`config.mk`:
```
export PLATFORM = sky130hd
export DESIGN_NAME = fbuf_transpose_ctrl_flat
export DESIGN_NICKNAME = d
export VERILOG_FILES = /design/src/rtl/fbuf_pkg.sv /design/src/rtl/fbuf_transpose_ctrl_if.sv /design/src/rtl/fbuf_skid2.sv /design/src/rtl/fbuf_transpose_ctrl.sv /design/src/flat_wrapper.sv
export SDC_FILE = /design/constraint.sdc
export NUM_CORES = 1
export LEC_CHECK = 0
export ABC_AREA = 1
export CORE_ASPECT_RATIO = 1.25
export CORE_MARGIN = 4
export CORE_UTILIZATION = 55
export CTS_BUF_LIST = sky130_fd_sc_hd__clkbuf_8
export DETAILED_ROUTE_END_ITERATION = 8
export MAX_ROUTING_LAYER = met4
export PLACE_DENSITY = 0.85
export SLEW_MARGIN = 20
export SYNTH_ARGS = -nofsm -noshare
export SYNTH_HDL_FRONTEND = slang
export SYNTH_SLANG_ARGS = --single-unit
```
`constraint.sdc`:
```
create_clock -name clk -period 6.27 [get_ports clk]
set_input_delay 1.881 -clock clk [delete_from_list [all_inputs] [get_ports clk]]
set_output_delay 1.881 -clock clk [all_outputs]
set_load 0.01 [all_outputs]
```
`src/rtl/fbuf_pkg.sv`:
```
// Shared definitions for the frame-buffer transpose sequencer.
package fbuf_pkg;

  typedef enum logic [1:0] {
    IDLE    = 2'd0,
    CAPTURE = 2'd1,
    READOUT = 2'd2
  } state_t;

  localparam logic MODE_RASTER    = 1'b0;
  localparam logic MODE_TRANSPOSE = 1'b1;

  localparam int PIX_W_DEF = 8;

endpackage

```
`src/rtl/fbuf_transpose_ctrl_if.sv`:
```
// Pixel-in, RAM-port and pixel-out signals of the frame-buffer sequencer.
interface fbuf_transpose_ctrl_if
  import fbuf_pkg::*;
#(
  parameter int IMG_DIM = 512,
  parameter int PIX_W   = PIX_W_DEF
);
  localparam int AW = $clog2(IMG_DIM);

  logic             in_valid;
  logic             in_sof;
  logic [PIX_W-1:0] in_pixel;
  logic             wr_en;
  logic [AW-1:0]    wr_bank;
  logic [AW-1:0]    wr_addr;
  logic [PIX_W-1:0] wr_data;
  logic             rd_en;
  logic [AW-1:0]    rd_bank;
  logic [AW-1:0]    rd_addr;
  logic [PIX_W-1:0] rd_data;
  logic             out_valid;
  logic             out_ready;
  logic [PIX_W-1:0] out_pixel;
  logic             out_sof;
  logic             out_eol;

  modport master (
    input  in_valid, in_sof, in_pixel, rd_data, out_ready,
    output wr_en, wr_bank, wr_addr, wr_data,
    output rd_en, rd_bank, rd_addr,
    output out_valid, out_pixel, out_sof, out_eol
  );

  modport slave (
    output in_valid, in_sof, in_pixel, rd_data, out_ready,
    input  wr_en, wr_bank, wr_addr, wr_data,
    input  rd_en, rd_bank, rd_addr,
    input  out_valid, out_pixel, out_sof, out_eol
  );

endinterface

```
`src/rtl/fbuf_skid2.sv`:
```
// Two-entry FIFO holding read-back pixels with their frame markers; count drives read credit.
module fbuf_skid2 #(
  parameter int DW = 10
) (
  input  logic          clk,
  input  logic          rst_n,
  input  logic          push,
  input  logic [DW-1:0] din,
  input  logic          pop,
  output logic [DW-1:0] dout,
  output logic [1:0]    count
);

  logic [DW-1:0] mem [2];
  logic          wp;
  logic          rp;

  always_ff @(posedge clk or negedge rst_n) begin
    if (!rst_n) begin
      mem[0] <= '0;
      mem[1] <= '0;
      wp     <= 1'b0;
      rp     <= 1'b0;
      count  <= 2'd0;
    end else begin
      if (push) begin
        mem[wp] <= din;
        wp      <= ~wp;
      end
      if (pop) rp <= ~rp;
      count <= count + {1'b0, push} - {1'b0, pop};
    end
  end

  assign dout = mem[rp];

endmodule

```
`src/rtl/fbuf_transpose_ctrl.sv`:
```
// Frame-buffer sequencer: captures one frame into row-banked RAM, then streams it
// out in raster or transposed order through a credit-limited 2-entry skid buffer.
//   state   | meaning
//   IDLE    | waiting for a valid start-of-frame pixel
//   CAPTURE | writing pixels, bank = row, addr = column
//   READOUT | issuing reads and draining the skid buffer to the consumer
module fbuf_transpose_ctrl
  import fbuf_pkg::*;
#(
  parameter int IMG_DIM = 512,
  parameter int PIX_W   = PIX_W_DEF,
  parameter int AW      = $clog2(IMG_DIM)
) (
  input  logic clk,
  input  logic rst_n,
  input  logic sel_operation,
  fbuf_transpose_ctrl_if.master bus,
  output logic busy,
  output logic frame_done,
  output logic err_restart
);

  localparam logic [AW-1:0] LAST = AW'(IMG_DIM - 1);

  state_t           state;
  logic             mode;
  logic [AW-1:0]    x;
  logic [AW-1:0]    y;
  logic             rd_done;
  logic             inflight;
  logic             inflight_sof;
  logic             inflight_eol;
  logic [1:0]       occ;
  logic [PIX_W+1:0] head;
  logic             in_readout;
  logic             pop;
  logic             issue;

  assign in_readout = (state == READOUT);
  assign busy       = (state != IDLE);
  assign pop        = bus.out_valid && bus.out_ready;
  // A pop this cycle frees its slot before the new read can land, keeping 1 pixel/cycle.
  assign issue      = in_readout && !rd_done &&
                      (({1'b0, occ} + {2'b00, inflight} - {2'b00, pop}) < 3'd2);

  assign bus.rd_en   = issue;
  assign bus.rd_bank = in_readout ? ((mode == MODE_TRANSPOSE) ? x : y) : '0;
  assign bus.rd_addr = in_readout ? ((mode == MODE_TRANSPOSE) ? y : x) : '0;

  fbuf_skid2 #(.DW(PIX_W + 2)) u_skid (
    .clk   (clk),
    .rst_n (rst_n),
    .push  (inflight),
    .din   ({inflight_sof, inflight_eol, bus.rd_data}),
    .pop   (pop),
    .dout  (head),
    .count (occ)
  );

  assign bus.out_valid = (occ != 2'd0);
  assign bus.out_pixel = head[PIX_W-1:0];
  assign bus.out_sof   = bus.out_valid && head[PIX_W+1];
  assign bus.out_eol   = bus.out_valid && head[PIX_W];

  always_ff @(posedge clk or negedge rst_n) begin
    if (!rst_n) begin
      state        <= IDLE;
      mode         <= MODE_RASTER;
      x            <= '0;
      y            <= '0;
      rd_done      <= 1'b0;
      inflight     <= 1'b0;
      inflight_sof <= 1'b0;
      inflight_eol <= 1'b0;
      bus.wr_en    <= 1'b0;
      bus.wr_bank  <= '0;
      bus.wr_addr  <= '0;
      bus.wr_data  <= '0;
      frame_done   <= 1'b0;
      err_restart  <= 1'b0;
    end else begin
      bus.wr_en    <= 1'b0;
      frame_done   <= 1'b0;
      err_restart  <= 1'b0;
      inflight     <= issue;
      inflight_sof <= issue && (x == '0) && (y == '0);
      inflight_eol <= issue && (x == LAST);
      case (state)
        IDLE: begin
          if (bus.in_valid && bus.in_sof) begin
            bus.wr_en   <= 1'b1;
            bus.wr_bank <= '0;
            bus.wr_addr <= '0;
            bus.wr_data <= bus.in_pixel;
            x           <= AW'(1);
            y           <= '0;
            mode        <= sel_operation;
            rd_done     <= 1'b0;
            state       <= CAPTURE;
          end
        end
        CAPTURE: begin
          if (bus.in_valid) begin
            bus.wr_en   <= 1'b1;
            bus.wr_data <= bus.in_pixel;
            if (bus.in_sof && ((x != '0) || (y != '0))) begin
              err_restart <= 1'b1;
              bus.wr_bank <= '0;
              bus.wr_addr <= '0;
              x           <= AW'(1);
              y           <= '0;
              mode        <= sel_operation;
            end else begin
              bus.wr_bank <= y;
              bus.wr_addr <= x;
              x           <= x + AW'(1);
              if (x == LAST) begin
                y <= y + AW'(1);
                if (y == LAST) state <= READOUT;
              end
            end
          end
        end
        READOUT: begin
          if (issue) begin
            x <= x + AW'(1);
            if (x == LAST) begin
              y <= y + AW'(1);
              if (y == LAST) rd_done <= 1'b1;
            end
          end
          // Last pixel leaves when everything is issued and it is the only one left.
          if (pop && rd_done && !inflight && (occ == 2'd1)) frame_done <= 1'b1;
          if (frame_done) state <= IDLE;
        end
        default: state <= IDLE;
      endcase
    end
  end

endmodule

```
`src/flat_wrapper.sv`:
```
// flat-port wrapper written by rule: the top's interface ports become plain ports
module fbuf_transpose_ctrl_flat import fbuf_pkg::*;
#(
  parameter int IMG_DIM = 512,
  parameter int PIX_W   = PIX_W_DEF,
  parameter int AW      = $clog2(IMG_DIM)
)
  (clk, rst_n, sel_operation, busy, frame_done, err_restart, bus_in_valid, bus_in_sof, bus_in_pixel, bus_rd_data, bus_out_ready, bus_wr_en, bus_wr_bank, bus_wr_addr, bus_wr_data, bus_rd_en, bus_rd_bank, bus_rd_addr, bus_out_valid, bus_out_pixel, bus_out_sof, bus_out_eol);
  fbuf_transpose_ctrl_if #(.IMG_DIM(IMG_DIM), .PIX_W(PIX_W)) bus_i ();
  input  logic clk;
  input  logic rst_n;
  input  logic sel_operation;
  output logic busy;
  output logic frame_done;
  output logic err_restart;
  input wire logic [$bits(bus_i.in_valid)-1:0] bus_in_valid;
  input wire logic [$bits(bus_i.in_sof)-1:0] bus_in_sof;
  input wire logic [$bits(bus_i.in_pixel)-1:0] bus_in_pixel;
  input wire logic [$bits(bus_i.rd_data)-1:0] bus_rd_data;
  input wire logic [$bits(bus_i.out_ready)-1:0] bus_out_ready;
  output wire logic [$bits(bus_i.wr_en)-1:0] bus_wr_en;
  output wire logic [$bits(bus_i.wr_bank)-1:0] bus_wr_bank;
  output wire logic [$bits(bus_i.wr_addr)-1:0] bus_wr_addr;
  output wire logic [$bits(bus_i.wr_data)-1:0] bus_wr_data;
  output wire logic [$bits(bus_i.rd_en)-1:0] bus_rd_en;
  output wire logic [$bits(bus_i.rd_bank)-1:0] bus_rd_bank;
  output wire logic [$bits(bus_i.rd_addr)-1:0] bus_rd_addr;
  output wire logic [$bits(bus_i.out_valid)-1:0] bus_out_valid;
  output wire logic [$bits(bus_i.out_pixel)-1:0] bus_out_pixel;
  output wire logic [$bits(bus_i.out_sof)-1:0] bus_out_sof;
  output wire logic [$bits(bus_i.out_eol)-1:0] bus_out_eol;
  assign bus_i.in_valid = bus_in_valid;
  assign bus_i.in_sof = bus_in_sof;
  assign bus_i.in_pixel = bus_in_pixel;
  assign bus_i.rd_data = bus_rd_data;
  assign bus_i.out_ready = bus_out_ready;
  assign bus_wr_en = bus_i.wr_en;
  assign bus_wr_bank = bus_i.wr_bank;
  assign bus_wr_addr = bus_i.wr_addr;
  assign bus_wr_data = bus_i.wr_data;
  assign bus_rd_en = bus_i.rd_en;
  assign bus_rd_bank = bus_i.rd_bank;
  assign bus_rd_addr = bus_i.rd_addr;
  assign bus_out_valid = bus_i.out_valid;
  assign bus_out_pixel = bus_i.out_pixel;
  assign bus_out_sof = bus_i.out_sof;
  assign bus_out_eol = bus_i.out_eol;
  fbuf_transpose_ctrl #(.IMG_DIM(IMG_DIM), .PIX_W(PIX_W), .AW(AW)) u_core (.clk(clk), .rst_n(rst_n), .sel_operation(sel_operation), .bus(bus_i), .busy(busy), .frame_done(frame_done), .err_restart(err_restart));
endmodule
```
# Word-level counts from Yosys, hierarchy flattened
# Index checks and enable logic that the tools add are counted.
# classes
n_lt_le_gt_ge	4
eq_ne	15
n_addsub	6
muxes	54
reduce_logical	32
bitwise_logic	4
# op_table
cell	count
$mux 9	17
$pmux 9 s3	2
$mux 10	4
$pmux 9 s2	2
$bwmux 20	1
$add 9x1->9 const B	2
$eq 9x9->1 const B	2
$logic_not 9->1	2
$reduce_bool 9->1	2
$mux 8	2
$pmux 8 s2	1
$logic_and 1x1->1	14
$mux 1	14
$mux 2	6
$demux 10 s1	1
$ne 2x1->1 const B	5
$ne 2x2->1 const B	5
$reduce_and 4->1	2
$reduce_bool 2->1	4
$pmux 1 s2	3
$pmux 2 s3	1
$reduce_and 6->1	1
$reduce_and 5->1	1
$eq 2x1->1 const B	2
other kinds (15)	19
# word_totals
word_cells	134
input_bits	22
ff_bits	78
output_inout_bits	60

# Longest topological paths before layout
# Gate-level depths: netlist (run 1).
# depth
depth_word	7
mapped_depth	18
depth_no_buf	17

# Cells and area by module
# Synthesis (run 1) repeated with hierarchy kept, for this count alone.
# unflattened
hier_cells	556
hier_area_um2	4486.8
# by_module_without_submodules
module	seq_area_each_um2	area_each_um2	n_inst	cells_per_inst
fbuf_transpose_ctrl	1351.3	3355.7	1	428
fbuf_skid2	600.6	1131.1	1	128

# Least setup slack after synthesis (run 1)
# Ideal clock, no wire load.
# synth_timing
path_type	input to output
start	in bus_out_ready
end	out bus_rd_en
setup_slack_ns	1.110
path_stages	9
path_buffers	0
required_time_ns	4.389
arrival_time_ns	3.279
path_cell_list	nand2_1 -> inv_1 -> ha_1 -> inv_1 -> ha_1 -> fa_1 -> nor3_2 -> nand2_1 -> inv_1
# synth_via
elab_chain_cells	4
# synth_rtl
item	line_no	source
start, declared	flat_wrapper.sv:20	input wire logic [$bits(bus_i.out_ready)-1:0] bus_out_ready;
$logic_and 1x1->1	fbuf_transpose_ctrl.sv:41	assign pop = bus.out_valid && bus.out_ready;
via u_core.pop	fbuf_transpose_ctrl.sv:36	logic pop;
$sub 3x1->3	fbuf_transpose_ctrl.sv:44	(({1'b0, occ} + {2'b00, inflight} - {2'b00, pop}) < 3'd2);
$lt 3x2->1	fbuf_transpose_ctrl.sv:44	
$logic_and 1x1->1	fbuf_transpose_ctrl.sv:43	assign issue = in_readout && !rd_done &&
end, declared	flat_wrapper.sv:25	output wire logic [$bits(bus_i.rd_en)-1:0] bus_rd_en;
# The timed path passes the listed nets, and every way through them passes these cells.

# Worst setup path after layout (run 1)
# Same ends and word-level chain as after synthesis.

==> results of run 1 <==
==> synth_stat cells (5+ instances only) <==
library cell	n	area [um^2]
dfrtp_1	78	1950
nand3_1	6	30.0
nand4_1	6	37.5
o21ai_0	62	310
nor2_2	12	75.1
a21oi_1	21	105
ha_1	12	150
nand2_1	139	522
inv_1	46	173
nor2_1	31	116
xor2_1	10	87.6
nor3_1	5	25.0
clkbuf_1	13	48.8
nand2_2	7	43.8
==> power groups by stage <==
stage | clock [W] | combinational (W) | sequential [W]
5_1_grt | 0.000368 | 0.000985 | 0.000758
6_report | 0.000339 | 0.000881 | 0.000740
2_1_floorplan | 0 | 0.000569 | 0.000718
3_3_place_gp | 0 | 0.000855 | 0.000742
3_5_place_dp | 0 | 0.000880 | 0.000749
4_1_cts | 0.000345 | 0.000886 | 0.000739
==> area by class of cell <==
class                      instances  area share
timing repair buffer              83       0.169
clock inverter                     6     0.00766
sequential                        78       0.399
inverter                          50      0.0383
multi-input combinational        327       0.336
clock buffer                      10      0.0281
tap                               90      0.0230
==> state kept, by name (all words and copies together), names as in the netlist <==
name	count
u_core.y	9
u_core.rd_done	1
u_core.u_skid.count	2
u_core.mode	1
u_core.inflight	1
u_core.u_skid.rp	1
u_core.inflight_sof	1
u_core.bus.wr_bank	9
u_core.bus.wr_en	1
u_core.frame_done	1
u_core.state	2
u_core.u_skid.wp	1
u_core.bus.wr_data	8
u_core.x	9
u_core.bus.wr_addr	9
u_core.inflight_eol	1
u_core.err_restart	1
u_core.u_skid.mem	20
==> cells by family (layout without fill, tap and decap cells) <==
| kind of cell | Yosys count | count (layout) | synth area share |
|---|---|---|---|
| AOI/OAI and AO/OA | 92 | 92 | 0.123 |
| xor gates and xnor gates | 11 | 11 | 0.0248 |
| adders and majority gates | 13 | 13 | 0.0438 |
| buffers and inverters | 69 | 149 | 0.0735 |
| DFF | 78 | 78 | 0.503 |
| and+or+nand+nor | 211 | 211 | 0.232 |
==> routing by layer <==
| layer | share of wire | vias up | global-route usage |
|---|---|---|---|
| met5 | 0 | - | - |
| met4 | 0.020 | 0 | 0.0855 |
| met3 | 0.049 | 17 | 0.0282 |
| met2 | 0.51 | 118 | 0.385 |
| met1 | 0.42 | 1587 | 0.285 |
| li1 | - | 1648 | - |
==> per-stage QoR <==
stage               hold slack, ns  area, um^2
detailed placement           0.465        4720
CTS                          0.476        4890
floorplan                    0.431        3880
global placement             0.462        4720
finish                       0.480        4900
global route                 0.510        4900
==> how the worst min path moves through the flow <==
stage	end	slack (ns)	cells past startpoint
after floorplan	u_core.frame_done	0.43	1
after global placement	u_core.frame_done	0.46	1
after detailed placement	u_core.frame_done	0.47	1
after CTS	u_core.frame_done	0.48	1
after global routing	u_core.u_skid.mem[5]	0.51	2
final	u_core.frame_done	0.48	1
==> summary.md, run 1 <==
| Metric | Value |
|---|---|
| Placed cells | `628` |
| Fmax | `between 150 and 200 MHz` |
| Crit path depth | `11` |
| Clk network pwr share | `0.173` |
| Crit path DAT | `3.92 ns` |
| Lkg Pwr | `2.27 nW` |
| Worst flop-to-flop path startpoint | `u_core.u_skid.count[1]` |
| Die Y | `102 um` |
| Max Cap Violations | `0` |
| Core Util, Final | `0.706` |
| CP startpoint | `bus_out_ready` |
| Most frequent cells in the layout | `139 x nand2_1, 79 x clkdlybuf4s50_1, 78 x dfrtp_1, 62 x o21ai_0, 47 x inv_1` |
| Power Total | `0.00196 W` |
| Diodes inserted | `0` |
| Worst hold start | `u_core.inflight` |
| Clk_skew | `about 0.0086 ns` |
| Final worst-path cycle share | `0.925` |
| Wire length per cell | `14.0 um` |
| Power Density | `400 nW/um^2` |
| Area of the multi-input gates | `~1600 um^2` |
| Ports | `82` |
| Max IR drop VDD | `0.000218 V` |
| Worst-margin pin slew | `0.951 ns` |
| Tot GR Track Use | `0.228` |
| Reg power frac | `0.378` |
| Setup CP Type | `input port to output pin` |
| Status | `finished, final reports clean` |
| Worst EP required | `4.39 ns` |
| Port Buffers | `81` |
| Largest net degree at the start of global routing | `79` |
| CP Buf/Inv Count | `5` |
| Dpl ws | `0.0895 ns` |
| CTS Root Cell | `clkbuf_8` |
| #FFs+latches synth | `between 70 and 80` |
| Syn_nets | `approximately 510` |
| Die width | `83.1 um` |
| Switch Pwr | `0.000818 W` |
| Worst reg2reg path endpoint | `u_core.x[2]` |
| Reg area | `1950 um^2` |
| # resized after CTS | `0` |
| Total CTS buffers | `9` |
| R2r worst-path depth | `17` |
| Final setup violating endpoints | `0` |
| Setup Buffers After CTS | `0` |
| Initial core utilization | `0.560` |
| Worst setup path endpoint | `bus_rd_en` |
| Wirelength, routed | `8990 um` |
| Worst path cell trace | `clkdlybuf4s50_1, nand2_1, inv_1, ha_1, inv_1, ha_1, fa_1, nor3_2, nand2_1, inv_1, dlymetal6s2s_1` |
| Yosys cell types | `31` |
| Most common cell after layout, fill and taps aside | `nand2_1` |
| Fin. Hold Viols | `0` |
| Die footprint | `8470 um^2` |
| Setup tns final | `0 ns` |
| First-pass GRT wire length | `15,200 um` |
| CTS Buffer Depth | `2` |
| R2R Setup Slk | `about 2.8 ns` |
| Logic pwr share | `0.449` |
| Placer Congestion | `0.938` |
| Max Slew Vio Count | `0` |
| Maximum fanout along the worst path | `2` |
| CP Launch Type | `input port` |
| Minimum clock period | `between 5 and 6 ns` |
| Vias in the first global route | `3,204` |
| Seq/Total Area, Yosys | `0.503` |
| Vias per cell | `around 5.2` |
| Critical Path Sink Type | `output pin` |
| Internal power | `0.00114 W` |
| Mean Syn Cell Area | `8.19 um^2` |
| Clk_lat worst skew | `0.35 ns` |
| Number of antenna violations at the first check in global routing | `0` |
| Clock Sinks | `78` |
| Hold_buf cts | `0` |
| # DRC | `0` |
| Layout fillers | `between 500 and 600` |
| Number of routed nets with antenna violations | `0` |
| Non-filler cells, final | `644` |
| DR iter-0 viols | `roughly 220` |
| Switching share of total power | `0.417` |
| Most used DFF post-synth | `dfrtp_1` |
| CTS tree | `built` |
| Crit-path leading delay family | `adder cells` |
| Max incr delay on CP | `0.48 ns` |
| Synth Warn # | `0` |
| Dpl hpwl | `~6500 um` |
| Pre-antenna DRT Iters | `5` |
| Fraction of final layout cells with drive strength greater than 1 | `0.0794` |
| Hold Crit Class | `flop to flop` |
| Post-synth EDFFs | `0` |
| Fin worst setup slack | `0.470 ns` |
| RSZ-0062 raised after global routing | `false` |
| Most frequent CP cell | `inv_1` |
| Core area | `approximately 6900 um^2` |
| Post-layout nets | `584` |
| Clock-pin transition on the worst setup and hold timing paths | `0.09 ns` |
| Async S/R FF share, synth | `1.00` |
| Slowest cell on the critical path | `fa_1` |
| Row cnt | `34` |
| Slew headroom | `0.366` |
| Synth Cell Area | `3880 um^2` |
| Area Growth Syn to Fin | `26.2%` |
| Post-Synthesis Cells | `around 470` |
| Maximum level of the CTS H-tree | `3` |
| DR vias | `3,370` |
| GRT Residual Overflow | `0` |
(Power assumes the default switching activity.)
==> run 2, diff against run 1 <==
- CORE_UTILIZATION: 55 -> 48
- PLACE_DENSITY: 0.85 -> 0.87
- SLEW_MARGIN: 20 -> 5
- clock period: 6.27 -> 5.3 ns (I/O delays scaled with it)
==> run 2 against run 1 <==
Register-to-register slack worse by 0.84 ns; final cell count up 1.4%; via count up 3.1%; non-clock buffer count up 4; critical path type unchanged; core utilization down 6.4 points; largest cell class unchanged.
==> summary.md, run 2 (same netlist as run 1, synthesis figures left out) <==
| Metric | Value |
|---|---|
| Status | `finished, final reports clean` |
| Placed cells | `635 (+1.1%)` |
| Number of antenna violations at the first check in global routing | `0 (unchanged)` |
| Maximum level of the CTS H-tree | `3 (unchanged)` |
| Most frequent CP cell | `inv_1` |
| Die footprint | `9600 um^2 (+13%)` |
| Placer Congestion | `0.898 (-4.3%)` |
| Max IR drop VDD | `0.000301 V (+38%)` |
| Diodes inserted | `0 (unchanged)` |
| GRT Residual Overflow | `0 (unchanged)` |
| Minimum clock period | `between 5 and 6 ns` |
| CTS Root Cell | `clkbuf_8` |
| Layout fillers | `641 (+17%)` |
| Hold_buf cts | `0 (unchanged)` |
| Power Density | `515 nW/um^2 (+29%)` |
| DR iter-0 viols | `168 (-24%)` |
| Lkg Pwr | `2.32 nW (+2.3%)` |
| Clock Sinks | `78 (unchanged)` |
| Largest net degree at the start of global routing | `79 (unchanged)` |
| Most common cell after layout, fill and taps aside | `nand2_1` |
| Reg area | `1950 um^2 (unchanged)` |
| Worst-margin pin slew | `0.970 ns (+0.0185 ns)` |
| Most flop-heavy register | `u_core.u_skid.mem` |
| Busiest grt layer | `met2` |
| Design area | `5040 um^2 (+2.8%)` |
| Die Y | `109 um (+6.5%)` |
| CP Buf/Inv Count | `5 (unchanged)` |
| Crit path depth | `11 (unchanged)` |
| Met3 Track Usage GR | `0.0488 (+0.0206)` |
| Fmax | `194 MHz` |
| Slowest cell on the critical path | `fa_1` |
| Setup tns final | `0 ns (unchanged)` |
| Max incr delay on CP | `0.48 ns (about the same)` |
| Port Buffers | `81 (unchanged)` |
| Fin worst setup slack | `0.157 ns (-0.313 ns)` |
| CP Launch Type | `input port` |
| GR Util met2 | `0.362 (-0.0225)` |
| # DRC | `0 (unchanged)` |
| Maximum fanout along the worst path | `2 (unchanged)` |
| Dpl hpwl | `6960 um (+6.4%)` |
| Most frequent cells in the layout | `139 x nand2_1, 79 x clkdlybuf4s50_1, 78 x dfrtp_1, 62 x o21ai_0, 47 x inv_1` |
| Final worst-path cycle share | `0.970` |
| Initial core utilization | `0.495 (-0.0645)` |
| Non-filler cells, final | `653 (+1.4%)` |
| Pre-antenna DRT Iters | `5 (unchanged)` |
| DR vias | `3,473 (+3.1%)` |
| Slew headroom | `0.354 (-0.0123)` |
| Post-layout nets | `588 (+0.68%)` |
| Vias in the first global route | `3,510 (+9.6%)` |
| Area of the multi-input gates | `1640 um^2 (unchanged)` |
| Setup CP Type | `input port to output pin` |
| Max reg flops | `20 (unchanged)` |
| First-pass GRT wire length | `16,600 um (+8.9%)` |
| Die width | `88.4 um (+6.4%)` |
| Clk_skew | `0.0106 ns (+0.00206 ns)` |
| Row cnt | `36 (+5.9%)` |
| Worst path cell trace | `clkdlybuf4s50_1, nand2_1, inv_1, ha_1, inv_1, ha_1, fa_1, nor3_2, nand2_1, inv_1, buf_2` |
| Core area | `7840 um^2 (+13%)` |
| WHS Path Cells | `2 (+1)` |
| Wirelength, routed | `9640 um (+7.3%)` |
| Dpl ws | `-0.283 ns (-0.373 ns)` |
| Max Cap Violations | `0 (unchanged)` |
| Number of routed nets with antenna violations | `0 (unchanged)` |
| R2r worst-path depth | `17 (unchanged)` |
| Vias per cell | `5.32 (+1.6%)` |
| Post-DP Area | `4740 um^2 (+0.45%)` |
| GR met1 Demand/Resource | `0.281 (-0.00337)` |
| RSZ-0062 raised after global routing | `false` |
| Crit path DAT | `3.55 ns (-0.37 ns)` |
| Total CTS buffers | `9 (unchanged)` |
| CTS tree | `built` |
| Wire length per cell | `14.8 um (+5.8%)` |
| Ports | `82 (unchanged)` |
| Hold Crit Class | `flop to flop` |
| Area Growth Syn to Fin | `29.8%` |
| Final setup violating endpoints | `0 (unchanged)` |
| Tot GR Track Use | `0.228 (+0.000380)` |
| Clk_lat worst skew | `0.36 ns (about the same)` |
| Fraction of final layout cells with drive strength greater than 1 | `0.0878 (+0.00839)` |
| Crit-path leading delay family | `adder cells` |
| Critical Path Sink Type | `output pin` |
| Clock-pin transition on the worst setup and hold timing paths | `0.08 ns (about the same)` |
| Fin. Hold Viols | `0 (unchanged)` |
| Max Slew Vio Count | `0 (unchanged)` |
| CTS Buffer Depth | `2 (unchanged)` |
| Worst EP required | `3.71 ns (-0.68 ns)` |
run 2: cell types whose count changed in the layout (fill, tap and decap cells not counted):
| cell | change |
|---|---|
| inv_6 | -1 |
| clkinv_2 | -2 |
| clkbuf_8 | -1 |
| buf_2 | +1 |
| dlymetal6s2s_1 | -1 |
| clkinvlp_4 | -1 |
| buf_4 | +4 |
| bufinv_16 | +5 |
run 2: tightest hold or removal path: stages (launching register included):
cell,delay (ns)
dfrtp_1,0.35
nand2_1,0.05
nand2_1,0.05
run 2: path summary, 6_finish.rpt:
| path | from | to | slack (ns) |
|---|---|---|---|
| max | bus_out_ready | bus_rd_en | 0.16 |
| min | u_core.bus.wr_data[2] | u_core.bus.wr_data[2] | 0.48 |
| max reg2reg | u_core.u_skid.count[1] | u_core.x[6] | 1.92 |
| min reg2reg | u_core.bus.wr_data[2] | u_core.bus.wr_data[2] | 0.48 |
| max in group asynchronous | rst_n | u_core.bus.wr_addr[5] | 3.29 |
| min in group asynchronous | rst_n | u_core.bus.wr_data[2] | 1.36 |
run 2: area by class of cell:
| type | count | area share |
|---|---|---|
| clock buffers | 9 | 0.0246 |
| repair buffers | 87 | 0.168 |
| inverters | 50 | 0.0373 |
| clock inverters | 7 | 0.0320 |
| multi-input cells | 327 | 0.326 |
| well taps | 95 | 0.0236 |
| flip-flops and latches | 78 | 0.388 |
run 2: power by group:
| part | internal, W | switching, W |
|---|---|---|
| sequential | 0.000744 | 0.000135 |
| clock | 0.000406 | 0.000221 |
| combinational | 0.000450 | 0.000639 |
| total | 0.00160 | 0.000994 |
run 2: timing repair:
action / CTS / global route
resized for setup: 3 / 1
setup buffers: 1 / 1
pin swaps: 1 / 2
endpoints found under the setup margin: 1 / 1
run 2: per-layer routing:
layer  share of wire  vias up
li1                -     1665
met1            0.41     1655
met2            0.50      138
met3           0.066       15
met4           0.018        0
met5               0        -
run 2: metrics by stage:
stage | total power (W) | hold slack, ns | util
final | 0.00259 | 0.481 | 0.643
after global routing | 0.00278 | 0.511 | 0.643
after CTS | 0.00260 | 0.486 | 0.642
after detailed placement | 0.00195 | 0.465 | 0.605
after global placement | 0.00190 | 0.464 | 0.605
after floorplan | 0.00152 | 0.431 | -
